**config.mk**
```make
export PLATFORM = sky130hd
export DESIGN_NAME = culsans_exit_monitor
export DESIGN_NICKNAME = d
export VERILOG_FILES = /design/src/rtl/culsans_exit_monitor.sv
export SDC_FILE = /design/constraint.sdc
export NUM_CORES = 1
export LEC_CHECK = 0
export ABC_AREA = 1
export BUFFER_PORTS_ARGS = -buffer_cell sky130_fd_sc_hd__buf_2
export CAP_MARGIN = 20
export CORE_MARGIN = 5
export CORE_UTILIZATION = 35
export CTS_CLUSTER_SIZE = 8
export DETAILED_ROUTE_END_ITERATION = 16
export PLACE_DENSITY = 0.5
export RECOVER_POWER = 50
export SLEW_MARGIN = 5
export SYNTH_ARGS = -nofsm -noshare
export SYNTH_HDL_FRONTEND = slang
export SYNTH_SLANG_ARGS = --single-unit
```
**constraint.sdc**
```tcl
create_clock -name clk_i -period 6.2 [get_ports clk_i]
set_input_delay 0.62 -clock clk_i [delete_from_list [all_inputs] [get_ports clk_i]]
set_output_delay 0.62 -clock clk_i [all_outputs]
set_load 0.1 [all_outputs]
```
**src/rtl/culsans_exit_monitor.sv**
```systemverilog
// culsans_exit_monitor: multi-core end-of-test monitor for the Culsans SoC.
// Captures each hart's first tohost exit word (bit0 = done), aggregates
// pass/fail across all harts and enforces a cycle watchdog. The result is
// presented as a single tohost-encoded exit word.
// Optional build macro: CULSANS_EXIT_MON_FAIL_FAST_EN terminates the test on
// the first captured failing word instead of waiting for every hart.
module culsans_exit_monitor #(
    parameter int unsigned NumCores      = 2,
    parameter int unsigned ExitWidth     = 32,
    parameter int unsigned TimeoutCycles = 1_000_000,
    parameter int unsigned TimeoutCode   = 32'hDEAD,
    parameter int unsigned CntWidth      = 32,
    localparam int unsigned FcWidth      = (NumCores > 1) ? $clog2(NumCores) : 1
) (
    input  logic                          clk_i,
    input  logic                          rst_i,
    input  logic [NumCores-1:0]           tohost_valid_i,
    input  logic [NumCores*ExitWidth-1:0] tohost_data_i,
    output logic [NumCores-1:0]           core_done_o,
    output logic                          done_o,
    output logic                          pass_o,
    output logic                          timeout_o,
    output logic [FcWidth-1:0]            fail_core_o,
    output logic [ExitWidth-1:0]          exit_o,
    output logic [CntWidth-1:0]           cycle_cnt_o
);

`ifdef CULSANS_EXIT_MON_FAIL_FAST_EN
    localparam bit FailFast = 1'b1;
`else
    localparam bit FailFast = 1'b0;
`endif

    localparam logic [ExitWidth-2:0] TimeoutCodeW = (ExitWidth-1)'(TimeoutCode);
    localparam logic [CntWidth-1:0]  TimeoutLast  = CntWidth'(TimeoutCycles - 1);
    localparam bit                   WatchdogOn   = (TimeoutCycles != 0);

    typedef enum logic {
        RUN,
        DONE
    } state_t;

    state_t               r_state;
    logic [NumCores-1:0]  r_coreDone;
    logic [ExitWidth-1:0] r_word [NumCores];
    logic                 r_pass;
    logic                 r_timeout;
    logic [FcWidth-1:0]   r_failCore;
    logic [ExitWidth-1:0] r_exit;
    logic [CntWidth-1:0]  r_cycleCnt;

    logic [NumCores-1:0]  w_capture;
    logic [NumCores-1:0]  w_nextDone;
    logic [ExitWidth-1:0] w_nextWord [NumCores];
    logic [NumCores-1:0]  w_regFail;
    logic [NumCores-1:0]  w_nextFail;
    logic [FcWidth-1:0]   w_regIdx;
    logic [FcWidth-1:0]   w_nextIdx;
    logic [ExitWidth-1:0] w_regExit;
    logic [ExitWidth-1:0] w_nextExit;
    logic                 w_regTerm;
    logic                 w_nextTerm;
    logic                 w_expire;

    // Per-hart capture qualification and the view of captured state after this edge's captures.
    always_comb begin
        for (int i = 0; i < int'(NumCores); i++) begin
            w_capture[i]  = tohost_valid_i[i] & tohost_data_i[i*ExitWidth] & ~r_coreDone[i];
            w_nextDone[i] = r_coreDone[i] | w_capture[i];
            w_nextWord[i] = w_capture[i] ? tohost_data_i[i*ExitWidth +: ExitWidth] : r_word[i];
            w_regFail[i]  = r_coreDone[i] & (r_word[i][ExitWidth-1:1] != '0);
            w_nextFail[i] = w_nextDone[i] & (w_nextWord[i][ExitWidth-1:1] != '0);
        end
    end

    // Lowest-index failing hart, both for registered state and for the post-capture view.
    always_comb begin
        w_regIdx   = '0;
        w_regExit  = ExitWidth'(1);
        w_nextIdx  = '0;
        w_nextExit = ExitWidth'(1);
        for (int i = int'(NumCores) - 1; i >= 0; i--) begin
            if (w_regFail[i]) begin
                w_regIdx  = FcWidth'(i);
                w_regExit = r_word[i];
            end
            if (w_nextFail[i]) begin
                w_nextIdx  = FcWidth'(i);
                w_nextExit = w_nextWord[i];
            end
        end
    end

    assign w_regTerm  = (&r_coreDone) | (FailFast & (|w_regFail));
    assign w_nextTerm = (&w_nextDone) | (FailFast & (|w_nextFail));
    assign w_expire   = WatchdogOn && (r_cycleCnt == TimeoutLast);

    // Monitor FSM: capture words and count cycles in RUN, latch the verdict on entering DONE.
    always_ff @(posedge clk_i) begin
        if (rst_i) begin
            r_state    <= RUN;
            r_coreDone <= '0;
            for (int i = 0; i < int'(NumCores); i++) begin
                r_word[i] <= '0;
            end
            r_pass     <= 1'b0;
            r_timeout  <= 1'b0;
            r_failCore <= '0;
            r_exit     <= '0;
            r_cycleCnt <= '0;
        end else if (r_state == RUN) begin
            r_coreDone <= w_nextDone;
            for (int i = 0; i < int'(NumCores); i++) begin
                r_word[i] <= w_nextWord[i];
            end
            if (r_cycleCnt != '1) begin
                r_cycleCnt <= r_cycleCnt + CntWidth'(1);
            end
            if (w_regTerm) begin
                r_state    <= DONE;
                r_pass     <= ~(|w_regFail);
                r_exit     <= w_regExit;
                r_failCore <= w_regIdx;
            end else if (w_expire) begin
                r_state <= DONE;
                if (w_nextTerm) begin
                    r_pass     <= ~(|w_nextFail);
                    r_exit     <= w_nextExit;
                    r_failCore <= w_nextIdx;
                end else begin
                    r_timeout  <= 1'b1;
                    r_pass     <= 1'b0;
                    r_exit     <= {TimeoutCodeW, 1'b1};
                    r_failCore <= '0;
                end
            end
        end
    end

    assign core_done_o = r_coreDone;
    assign done_o      = (r_state == DONE);
    assign pass_o      = r_pass;
    assign timeout_o   = r_timeout;
    assign fail_core_o = r_failCore;
    assign exit_o      = r_exit;
    assign cycle_cnt_o = r_cycleCnt;

endmodule
```
# ---- Word-level counts from Yosys, hierarchy flattened
# Memories as Yosys holds them, arrays and structs flattened.
# Cells that the tools add are included.
dict set report totals {
  memories 1
  wordCells 71
  mem_bits_rw 64
  regBits 70
}
# memory words word_bits read_ports rd_clocked_by_memory_dff write_ports line_no
set memory_table {}
lappend memory_table {r_word 2 32 2 0 2 45} ;# logic [ExitWidth-1:0] r_word [NumCores];
dict set report op_classes {
  muxes 29
  n_eq_ne 2
  n_bitwise 19
  reduce_logical 12
  add_sub_neg 1
}
# cell count
set ops {}
lappend ops {{32-bit two-way mux} 11}
lappend ops {{31-bit nonzero test} 4}
lappend ops {{32-bit by 1-bit adder with 32-bit output, second input constant} 1}
lappend ops {{32-bit by 20-bit == test with 1-bit output, second input constant} 1}
lappend ops {{32-bit != test, second input constant} 1}
lappend ops {{1-bit two-way mux} 18}
lappend ops {{1-bit bitwise AND} 8}
lappend ops {{2-bit AND reduction} 4}
lappend ops {{1-bit NOT} 7}
lappend ops {{1-bit OR} 4}
lappend ops {{4-bit AND reduction} 1}
lappend ops {{2-bit OR reduction} 2}
lappend ops {{2-bit nonzero test} 1}

# ---- Depth between registers and ports, before layout
dict set report logic_depth {
  ltp_word 10
  depth_mapped 18
}

# ---- Worst setup path after synthesis
# No wires, ideal clock.
dict set report synth_path {
  kind {register to register}
  from {reg r_state, in the netlist done_o}
  to {mem r_word[0][0] (enable)}
  arrival_ns 2.356
  stages_incl_launch_ff 2
  setup_slack_ns 3.155
  period_less_slack_ns 3.045
  setup_ns 0.689
  n_path_buf 0
  required_ns 5.511
  cell_sequence {dfxtp_1 nand2_1}
}
# element line_no
set synth_lines {}
lappend synth_lines {{start, declared} 43} ;# state_t r_state;
lappend synth_lines {{start signal, assigned} 101} ;# r_state <= RUN;
lappend synth_lines {{start signal, assigned} 120} ;# r_state <= DONE;
lappend synth_lines {{start signal, assigned} 125} ;# r_state <= DONE;
lappend synth_lines {{end, declared} 45}

==> impl_metrics.ini <==
[logic_synthesis]
syn-cell-area_um2 = 7780
synth-seq-area-share = 0.427
synth_top_area_cell = edfxtp_1
syn_avg_cell_area_um2 = 6.60
netlist_instances = 1179
synth_cell_types = 30
syn-num-nets = 1248
synth.top_cell.area_share = 0.247
ys_warn_count = 0
synth_seq_cells = 134
synth_area_leaders = edfxtp_1 (25%), nand2_1 (18%), dfxtp_1 (18%)

[route]
avgViaCountPerCell = 4.88
wl_per_cell_um = 16.5
drcViolationCount = 0
postRouteAntennaNets = 0
drt-pass1-iter-count = 6
wl_mm = 26.2
via_count = 7767
drt_iter0_markers = 658

[cts]
cts_max_path_buffers = 2
numCtsBuffers = 17
postCtsSetupBuffers = 0
cts-root-buf = clkbuf_16
worst_skew_pair.late_latency_ns = 0.42
cts_tree = yes
cts_resized = 0
clk_pin_slew_ns = 0.06
cts.sinks = 134
h-tree-depth = 4
cts_hold_buf = 0

[worst_setup_path]
cp.required_ns = 6.34
cp_top_family = buffers and inverters
cpPeakStageDelay_ns = 1.27
path_class = in -> reg
critical_path_arrival_ns = 4.29
crit_chain = clkbuf_1 > inv_1 > clkbuf_1 > nand2_2 > buf_4
worstSetupStartpointType = primary input
crit_slowest_cell = clkbuf_1
crit_buf_inv = 4
cp_common_cell = clkbuf_1
endpoint_kind = flop
critPathMaxFanout = 41

[layout]
n_antenna_cell = 0
regArea_um2 = 3320
drive_gt1_frac = 0.0862
multi_input_comb_area_um2 = 3740
n_fill_cell = 2413
stdcell_count = 1591
nets = 1367
syn_to_final_growth_pct = 18.3
final_area_um2 = 9200

[place]
dp_cells = 1558
portBuffers = 137
hpwlAfterDp_mm = 19.8
place_area_um2 = 8670
place_congestion = 0.856
dp_slack_ns = 2.62

[timing]
finalClockSkew_ns = 0.0111
tightest_slew_ns = 1.82
hold_ws_ns = 0.464
finalHoldViolCount = 0
layout_setup_ws_ns = 2.05
fin_setup_tns_ns = 0
max_freq_ghz = 0.241
maxSlewViolCount = 123
setup_violations = 0
period_needed_ns = 4.15
slew_headroom = -0.219
rsz0062_at_grt = false
fin_crit_sh = 0.669

[die]
rows = 54
die_x_um = 159
initial_core_util = 0.356
die_area_um2 = 25300
fp.coreArea_um2 = 21800
fp.dieH_um = 159
io_pins = 138

[worst_hold_path]
hp-class = reg -> reg

[global_route]
grt_usage = 0.202
antenna_found_initial = 0
grt_start_max_net_pins = 56
grt_first_pass_wirelength_mm = 41.1
grt_pass1_vias = 7237
gr-total-overflow = 0

[status]
status = finished, violations left
violations = capacitance limit, slew limit

[pwr]
vdd_ir_drop_max_v = 0.000169
leakage_nw = 4.04
power_density_nw_per_um2 = 265

[flow_run]
cap_violations = 3
synthesized netlist by cell type:
master / n
nand2_1: 383
nor2_1: 207
inv_1: 134
a21oi_1: 83
dfxtp_1: 70
edfxtp_1: 64
nand3_1: 49
o21ai_0: 49
nand4_1: 27
clkbuf_1: 23
nor3_1: 20
buf_2: 16
xor2_1: 15
nor4_1: 9
nand2_2: 4
nor2_2: 3
o21ai_1: 3
a31oi_1: 2
buf_1: 2
buf_4: 2
buf_6: 2
inv_2: 2
nor3b_1: 2
xnor2_1: 2
a211oi_1: 1
clkinv_2: 1
ha_1: 1
nand3_2: 1
nand3b_1: 1
o21a_1: 1
stage by stage:
| stage | total power, mW | utilization |
|---|---|---|
| floorplan | 1.30 | - |
| CTS | 2.46 | 0.425 |
| detailed placement | 1.41 | 0.397 |
| finish | 2.43 | 0.422 |
| global route | 2.55 | 0.422 |
| global placement | 1.41 | 0.397 |
state kept, by name, summed over array words and instances (netlist names):
name	count
done_o	1
exit_o	32
cycle_cnt_o	32
core_done_o	2
fail_core_o	1
pass_o	1
timeout_o	1
r_word	64
cells in the final DEF (no fill, tap or decap), types with 3 or more instances in the layout:
master / synthesis / layout
a21oi_1: 83 / 82
buf_2: 16 / 66
buf_4: 2 / 6
clkbuf_1: 23 / 77
clkbuf_16: 0 / 22
clkinv_2: 1 / 3
dfxtp_1: 70 / 70
edfxtp_1: 64 / 64
inv_1: 134 / 134
nand2_1: 383 / 382
nand2_2: 4 / 5
nand3_1: 49 / 49
nand4_1: 27 / 27
nor2_1: 207 / 207
nor2_2: 3 / 3
nor3_1: 20 / 20
nor4_1: 9 / 9
o21ai_0: 49 / 49
o21ai_1: 3 / 3
xor2_1: 15 / 15
cell families (layout without fill, tap and decap cells):
group,after synthesis,after routing,synth area share
adder cells (fa/ha/maj),1,1,0.00161
buffers and inverters,182,314,0.0935
AND/OR/NAND/NOR,706,706,0.368
AO/OA/AOI/OAI,139,139,0.0904
flip-flops,134,134,0.427
XOR/XNOR,17,17,0.0191
where the power goes:
group / switching, mW / internal (mW) / leakage [nW]
Clock: 0.386 / 0.655 / 0.304
Sequential: 0.0278 / 0.976 / 1.33
Combinational: 0.292 / 0.0982 / 2.41
final timing paths:
| check | endpoint | start | slack (ns) | cells past startpoint |
|---|---|---|---|---|
| setup / recovery | r_word[0][31] | rst_i | 2.05 | 5 |
| hold / removal | exit_o[11] | exit_o[11] | 0.46 | 2 |
| setup reg to reg | cycle_cnt_o[10] | cycle_cnt_o[0] | 2.64 | 11 |
| hold reg to reg | exit_o[11] | exit_o[11] | 0.46 | 2 |
area by class of cell:
cell class              instances  share of cell area
clock buffers                  29              0.0649
clock inverters                 3             0.00204
inverters                     137              0.0560
multi-input cells             863               0.406
flip-flops and latches        134               0.361
well taps                     280              0.0381
repair buffers                145              0.0714
tightest hold or removal path: stages (launching register included):
cell,delay (ns)
dfxtp_1,0.31
nand2_1,0.06
a21oi_1,0.05
routing by layer:
metal	global-route usage	routed length [um]	vias up
li1	-	-	3993
met1	0.315	13500	3499
met2	0.293	10900	263
met3	0.0412	1640	12
met4	0.0302	159	0
met5	0	0	-
No activity file was read; power rests on OpenSTA's default activity.
